--- src/rtl/fetch_unit.sv ---
// RV32 instruction fetch stage: PC, single-outstanding imem requests, small instruction FIFO.
// Optional misaligned-redirect trap enabled by defining FETCH_MISALIGN_TRAP_EN.
module fetch_unit #(
  parameter logic [31:0] RESET_PC   = 32'h0000_0000,
  parameter int          FIFO_DEPTH = 2
) (
  input  logic        clk,
  input  logic        rst_n,
  output logic        imem_req,
  output logic [31:0] imem_addr,
  input  logic        imem_rvalid,
  input  logic [31:0] imem_rdata,
  output logic        instr_valid,
  input  logic        instr_ready,
  output logic [31:0] instr,
  output logic [31:0] instr_pc,
  output logic [6:0]  opcode,
  output logic [2:0]  funct3,
  input  logic        PC_Src,
  input  logic [31:0] branch_target,
  output logic        misalign_err
);

  localparam int PTR_W = (FIFO_DEPTH > 1) ? $clog2(FIFO_DEPTH) : 1;
  localparam int CNT_W = PTR_W + 1;
  localparam logic [CNT_W-1:0] DEPTH_C = CNT_W'(FIFO_DEPTH);
  localparam logic [CNT_W-1:0] ONE_C   = CNT_W'(1);
  localparam logic [31:0] NOP = 32'h0000_0013;

  typedef enum logic [1:0] {IDLE, WAIT, DISCARD} state_t;

  state_t            state;
  logic [31:0]       fetch_pc;
  logic [31:0]       req_pc;
  logic [PTR_W-1:0]  rd_ptr, wr_ptr;
  logic [CNT_W-1:0]  count;
  logic [31:0]       instr_mem [FIFO_DEPTH];
  logic [31:0]       pc_mem    [FIFO_DEPTH];

  logic              pop, redirect, push, fetch_ok;
  logic [31:0]       target;
  logic [PTR_W-1:0]  rd_n, wr_n;
  logic [CNT_W-1:0]  cnt_n;
  logic              head_valid_n;
  logic [31:0]       head_instr_n, head_pc_n;

  assign pop      = instr_valid && instr_ready;
  assign redirect = pop && PC_Src;
  assign push     = (state == WAIT) && imem_rvalid && !redirect;
  assign target   = branch_target & 32'hFFFF_FFFC;

`ifdef FETCH_MISALIGN_TRAP_EN
  logic misalign_q;

  // Once a misaligned redirect is seen, fetch stops for good until reset.
  always_ff @(posedge clk) begin
    if (!rst_n) begin
      misalign_q <= 1'b0;
    end else if (redirect && (branch_target[1:0] != 2'b00)) begin
      misalign_q <= 1'b1;
    end
  end

  assign fetch_ok     = !misalign_q;
  assign misalign_err = misalign_q;
`else
  assign fetch_ok     = 1'b1;
  assign misalign_err = 1'b0;
`endif

  // A request issued alongside a redirect would fetch the stale path, so it is held off.
  assign imem_req  = rst_n && fetch_ok && (state == IDLE) && (count < DEPTH_C) && !redirect;
  assign imem_addr = imem_req ? fetch_pc : req_pc;

  assign opcode = instr[6:0];
  assign funct3 = instr[14:12];

  // Next FIFO state and the head entry that the output registers will show next cycle.
  always_comb begin
    rd_n         = rd_ptr;
    wr_n         = wr_ptr;
    cnt_n        = count;
    head_valid_n = 1'b0;
    head_instr_n = NOP;
    head_pc_n    = 32'h0000_0000;
    if (redirect) begin
      rd_n  = '0;
      wr_n  = '0;
      cnt_n = '0;
    end else begin
      rd_n  = rd_ptr + PTR_W'(pop);
      wr_n  = wr_ptr + PTR_W'(push);
      cnt_n = count + CNT_W'(push) - CNT_W'(pop);
    end
    if (cnt_n != '0) begin
      head_valid_n = 1'b1;
      if (push && (cnt_n == ONE_C)) begin
        head_instr_n = imem_rdata;
        head_pc_n    = req_pc;
      end else begin
        head_instr_n = instr_mem[rd_n];
        head_pc_n    = pc_mem[rd_n];
      end
    end
  end

  always_ff @(posedge clk) begin
    if (!rst_n) begin
      state       <= IDLE;
      fetch_pc    <= RESET_PC;
      req_pc      <= RESET_PC;
      rd_ptr      <= '0;
      wr_ptr      <= '0;
      count       <= '0;
      instr_valid <= 1'b0;
      instr       <= NOP;
      instr_pc    <= 32'h0000_0000;
    end else begin
      rd_ptr      <= rd_n;
      wr_ptr      <= wr_n;
      count       <= cnt_n;
      instr_valid <= head_valid_n;
      instr       <= head_instr_n;
      instr_pc    <= head_pc_n;

      if (push) begin
        instr_mem[wr_ptr] <= imem_rdata;
        pc_mem[wr_ptr]    <= req_pc;
      end

      if (imem_req) begin
        req_pc   <= fetch_pc;
        fetch_pc <= fetch_pc + 32'd4;
      end
      if (redirect) begin
        fetch_pc <= target;
      end

      case (state)
        IDLE: begin
          if (imem_req) state <= WAIT;
        end
        WAIT: begin
          if (redirect) begin
            state <= imem_rvalid ? IDLE : DISCARD;
          end else if (imem_rvalid) begin
            state <= IDLE;
          end
        end
        DISCARD: begin
          if (imem_rvalid) state <= IDLE;
        end
        default: state <= IDLE;
      endcase
    end
  end

endmodule
--- config.mk ---
export PLATFORM = sky130hd
export DESIGN_NAME = fetch_unit
export DESIGN_NICKNAME = d
export VERILOG_FILES = /design/src/rtl/fetch_unit.sv
export SDC_FILE = /design/constraint.sdc
export NUM_CORES = 1
export LEC_CHECK = 0
export CAP_MARGIN = 20
export CORE_ASPECT_RATIO = 0.9
export CORE_MARGIN = 2
export CORE_UTILIZATION = 35
export DETAILED_ROUTE_END_ITERATION = 8
export RECOVER_POWER = 100
export SYNTH_ARGS = -nofsm -noshare
export SYNTH_HDL_FRONTEND = slang
export SYNTH_SLANG_ARGS = --single-unit
--- constraint.sdc ---
create_clock -name clk -period 6.14 [get_ports clk]
set_input_delay 0.921 -clock clk [delete_from_list [all_inputs] [get_ports clk]]
set_output_delay 0.921 -clock clk [all_outputs]
set_load 0.005 [all_outputs]
After elaboration in Yosys (flattened, before gate mapping). Memories as Yosys holds them, arrays and structs flattened. Cells that the tools add are included.

Add/sub/neg operators: 5. $lt $le $gt $ge: 1. Eq/ne operators: 4. Muxes and demuxes: 16. Bitwise gates (word level): 1. Reductions and logical operators: 14.

Operators with widths (number): 2-to-1 mux 32 bit (5); adder 32 x 3 -> 32 bit, second input constant (1); 2-to-1 mux 2 bit (5); logical AND 1 bit (8); case mux 2 bit (3 select lines) (1); 2-to-1 mux 1 bit (5); equality test 2 x 1 -> 1 bit, second input constant (2); nonzero test 2 bit (2); adder 1 bit (2); adder 2 x 1 -> 2 bit (1); equality test 2 bit, second input constant (1); logical NOT 2 bit (1); less-than comparator 2 bit, second input constant (1); != test 2 bit, second input constant (1); AND reduction 2 bit (1); OR reduction 2 bit (1); subtractor 2 x 1 -> 2 bit (1); logical NOT 1 bit (1); inverter 1 bit (1).

Register bits: 135. Bits in writable memories: 128. Input port bits: 69. Memories kept: 2.

Memory list: instr_mem (depth 2, width 32, rd ports 1, clocked after memory_dff 0, wr ports 1, RTL line 37) `logic [31:0] instr_mem [FIFO_DEPTH];`; pc_mem (depth 2, width 32, rd ports 1, clocked after memory_dff 0, wr ports 1, RTL line 38) `logic [31:0] pc_mem [FIFO_DEPTH];`.

Longest topological paths before layout.
Depth in word-level cells: 10. Depth in mapped cells: 14. Depth with buffers taken out: 12.

Least setup slack after synthesis. No wires, ideal clock.

Kind: input to register. Start point: in PC_Src. End point: mem instr_mem[0][0] (enable). Setup time: 578 ps. Arrival time: 6118 ps. Data required time: 5562 ps. Setup slack: -556 ps. Stages on the path: 3. Path buffers: 0. Path through: nand3_1 -> nand2_1 -> nor3b_1.

Longest elaborated chain between the ends: 6.

Ends and longest elaborated chain: start: declaration (RTL line 19) `input logic PC_Src,`; logical AND 1 bit (RTL line 48) `assign redirect = pop && PC_Src;`; logical NOT 1 bit (RTL line 49) `assign push = (state == WAIT) && imem_rvalid && !redirect;`; logical AND 1 bit (RTL line 49); 2-to-1 mux 1 bit (RTL line 126) `if (push) begin`; 2-to-1 mux 1 bit (RTL line 108) `if (!rst_n) begin`; 2-to-1 mux 1 bit (not written as such) (RTL line 127) `instr_mem[wr_ptr] <= imem_rdata;`; end: declaration (RTL line 37).

No other way between the ends.

Final worst setup path.
Start point: in rst_n. End point: reg instr_pc[27].

Longest elaborated chain between the ends: 1.

Ends and longest elaborated chain: start: declaration (RTL line 8) `input logic rst_n,`; AND reduction 2 bit (no line); end signal: assignment (RTL line 124) `instr_pc <= head_pc_n;`; end: declaration (RTL line 16) `output logic [31:0] instr_pc,`.

No other way between the ends. A chain may end at the register's enable or synchronous reset.

==> out/metrics.yaml <==
clocking:
  cts_root_buffer: "clkbuf_16"
  clk_path_buf_depth: 3
  inserted_clock_buffers: 28
  tritoncts_num_sinks: 261
  postCtsSetupRepairBufs: 0
  post_cts_resized: 0
  h_tree_levels: 1
  hold_buffers: 0
  clk_transition_reported_paths_ps: 60
  clkLatencyLatePin_ps: 530
  tritoncts: "yes"
setup_path:
  crit_path_frequent_cell: "clkbuf_1"
  worst_ep_arrival_time_ps: 5000
  slowest_stage: "clkbuf_1"
  slowest_delay_ps: 1490
  capturing_element_type_of_the_critical_path: "register"
  startpoint_type: "input pin"
  critical_path.max_fanout: 58
  timing_worst_setup_path_type: "in2reg"
  path_cells: "clkbuf_1, clkbuf_1, nand2_1, or2_0, buf_4, a211oi_1"
  critical_path_required_ps: 6560
  timing.critical_path.buf_inv: 3
  cp_top_family: "buffers and inverters"
final_layout:
  n_antenna_cell: 0
  final_util: 0.462
  num-nets-final: 992
  area_delta_synth_final_pct: 30.1
  drive_gt1_frac: 0.0732
  layoutNonFillerInstCount: 1302
  final_area_sq_mm: 0.0129
  fillers: 2551
placed_design:
  placement.cell_area_sq_mm: 0.0119
  cell_count_after_placement: 1250
  hpwl_um: 13800
  finalWeightedCongestion: 0.798
  place.port_buffers: 174
floorplan:
  ios: 178
  width_of_the_chip_um: 181
  die-area_sq_mm: 0.0296
  row_count: 58
  initial_standard_cell_utilization_of_the_core: 0.355
  placeableCoreArea_sq_mm: 0.0279
  die_h_um: 163
power:
  power_frac_comb: 0.199
  worst_ir_drop_vdd_v: 0.000199
  pwr-share-clk: 0.355
  sequentialPowerShare: 0.446
  power.density_cell_area_mw_per_mm2: 376
  power.switching_uw: 1240
  switching_share: 0.257
  cell_internal_power_uw: 3590
  power_leakage_uw: 0.00515
global_route:
  grt.total_usage: 0.145
  remaining_global_route_overflow: 0
  antenna_found_initial: 0
  grt_start_max_net_pins: 86
  grt_first_pass_wirelength_um: 33900
  vias_in_the_first_global_route: 6133
timing:
  fmax_mhz: 218
  maxSlewViolCount: 124
  final_hold_viol_count: 0
  finalSetupViolCount: 0
  fin_crit_ps: 4580
  setup_repair_after_global_routing_missed_its_margin: "no"
  slew_headroom: -0.367
  min_period_over_period: 0.746
  worst_hold_slack_ps: 484
  worst-slew-pin-transition_ps: 2050
  summed_negative_setup_slack_over_all_endpoints_ps: 0
  final.setup_skew_ps: 12.8
drt:
  vias_per_cell: 4.77
  first_pass_detailed_route_iteration_total: 6
  initial_detailed_routing_violation_count: 294
  routed-via-count: 6215
  wirelength_um: 21800
  wire_per_inst_um: 16.7
  antenna_violating_nets_left: 0
  drc: 0
synthesis:
  flops_latches_synth: 261
  synth.avg_cell_area_sq_um: 12.9
  yosysWarningCount: 0
  ys_async_sr_fraction: 0
  netlist_instances: 766
  post_synth_num_cell_types: 43
  mappedNetlistArea_sq_mm: 0.00989
  syn_nets: 838
  synth_flop_cell: "dfxtp_1"
  yosysSeqAreaShare: 0.658
  edff_count_synth: 128
hold_path:
  worstHoldPathType: "reg2reg"
run_status:
  outcome: "finished, violations left"
  violations: "max-capacitance violations, max-slew violations"
run:
  max-cap-violations: 2
## final timing paths
path	slack, ps	end	cells past startpoint	start
hold / removal	480	pc_mem[1][26]$_DFFE_PP_	0	req_pc[26]$_SDFF_PN0_
hold reg to reg	480	pc_mem[1][26]$_DFFE_PP_	0	req_pc[26]$_SDFF_PN0_
setup reg to reg	2000	instr_pc[27]$_SDFF_PN0_	12	state[0]$_SDFFE_PN0P_
setup / recovery	1560	instr_pc[27]$_SDFF_PN0_	6	rst_n
## area by class of cell
type	count	area, sq um	area share
Timing Repair Buffer	181	1800	0.140
Multi-Input combinational cell	440	3120	0.242
Clock buffer	45	878	0.0683
Clock inverter	7	87.6	0.00681
Tap cell	360	450	0.0350
Inverter	8	30.0	0.00233
Sequential cell	261	6510	0.506
## through the flow
step	power [uW]	setup slack [ps]
global route	5080	1030
CTS	4980	1910
detailed placement	3260	1610
global placement	3240	1670
finish	4830	1560
floorplan	2690	1710
## cell usage after synthesis (2+ instances only)
cell type  instances  share of area
buf_2             16         0.0081
or3_1              2         0.0013
o21ai_0           23          0.012
xnor2_1           14          0.012
mux2i_1           66          0.067
nor2_1            80          0.030
xor2_1            16          0.014
nor3_1             3         0.0015
nand3_1           12         0.0061
dfxtp_1          133           0.27
nand2_1           18         0.0068
nand4_1           12         0.0076
a311oi_1           2         0.0018
a21oi_1           20          0.010
inv_1              7         0.0027
mux2_2            30          0.034
buf_4             11         0.0084
edfxtp_1         128           0.39
and4_1             5         0.0044
nor4_1             3         0.0019
ha_1               3         0.0038
a211oi_1          67          0.051
clkbuf_1          29          0.011
o22ai_1            3         0.0019
and3_1             9         0.0057
and2_1            36          0.023
nor2b_1            2         0.0013
## metal layers
layer | vias up | routed length (um) | share of wire | global-route usage
li1 | 3095 | - | - | -
met1 | 2922 | 10400 | 0.48 | 0.201
met2 | 174 | 9850 | 0.45 | 0.235
met3 | 24 | 1270 | 0.058 | 0.0283
met4 | 0 | 289 | 0.013 | 0.0310
met5 | - | 0 | 0 | 0
## worst reg2reg max path: stages, from the launching register on
cell and delay, ps:
dfxtp_1 400, nor2b_1 230, and2_1 300, nand2_1 90
ha_1 280, inv_1 40, ha_1 180, xor2_1 150
xnor2_1 310, nor2b_1 180, or2_0 970, buf_4 660
a211oi_1 160
## cell families (layout without fill, tap and decap cells)
group,count (synthesis),in the layout,share of synthesized area
AOI/OAI and AO/OA,116,116,0.0769
xor gates and xnor gates,30,30,0.0266
adders and majority gates,3,3,0.00380
buffers and inverters,65,241,0.0309
DFF,261,261,0.658
muxes,97,97,0.102
other,1,1,0.000379
and+or+nand+nor,193,193,0.101
## power by group through the flow
stage / combinational [uW] / clock (uW) / sequential (uW)
after floorplan: 489 / 0 / 2200
after global placement: 1050 / 0 / 2200
after detailed placement: 1050 / 0 / 2200
after CTS: 1060 / 1760 / 2170
after global routing: 1050 / 1840 / 2180
final: 961 / 1720 / 2150
## cell usage in the layout, fill, tap and decap left out, drive strengths merged, types with 3 or more instances in the layout
master	Yosys	final
inv	7	7
nor2	80	80
nand4	13	13
and3	10	10
nor3	3	3
xnor2	14	14
o21ai	23	23
clkbuf	29	47
nand2	19	19
xor2	16	16
a21oi	20	20
o22ai	3	3
nor4	3	3
mux2i	66	66
and4	5	5
clkinv	1	5
dfxtp	133	133
buf	28	6
nand3	13	13
ha	3	3
edfxtp	128	128
dlygate4sd3	0	117
mux2	31	31
and2	37	37
clkdlybuf4s50	0	56
a211oi	67	67
## registers in the layout, summed over array words and instances, names as in the netlist, 2 cells and up
| signal | count |
|---|---|
| instr_mem | 64 |
| fetch_pc | 30 |
| req_pc | 32 |
| state | 2 |
| instr | 32 |
| pc_mem | 64 |
| count | 2 |
| instr_pc | 32 |
Note: power is estimated with default switching activity, not from simulation.
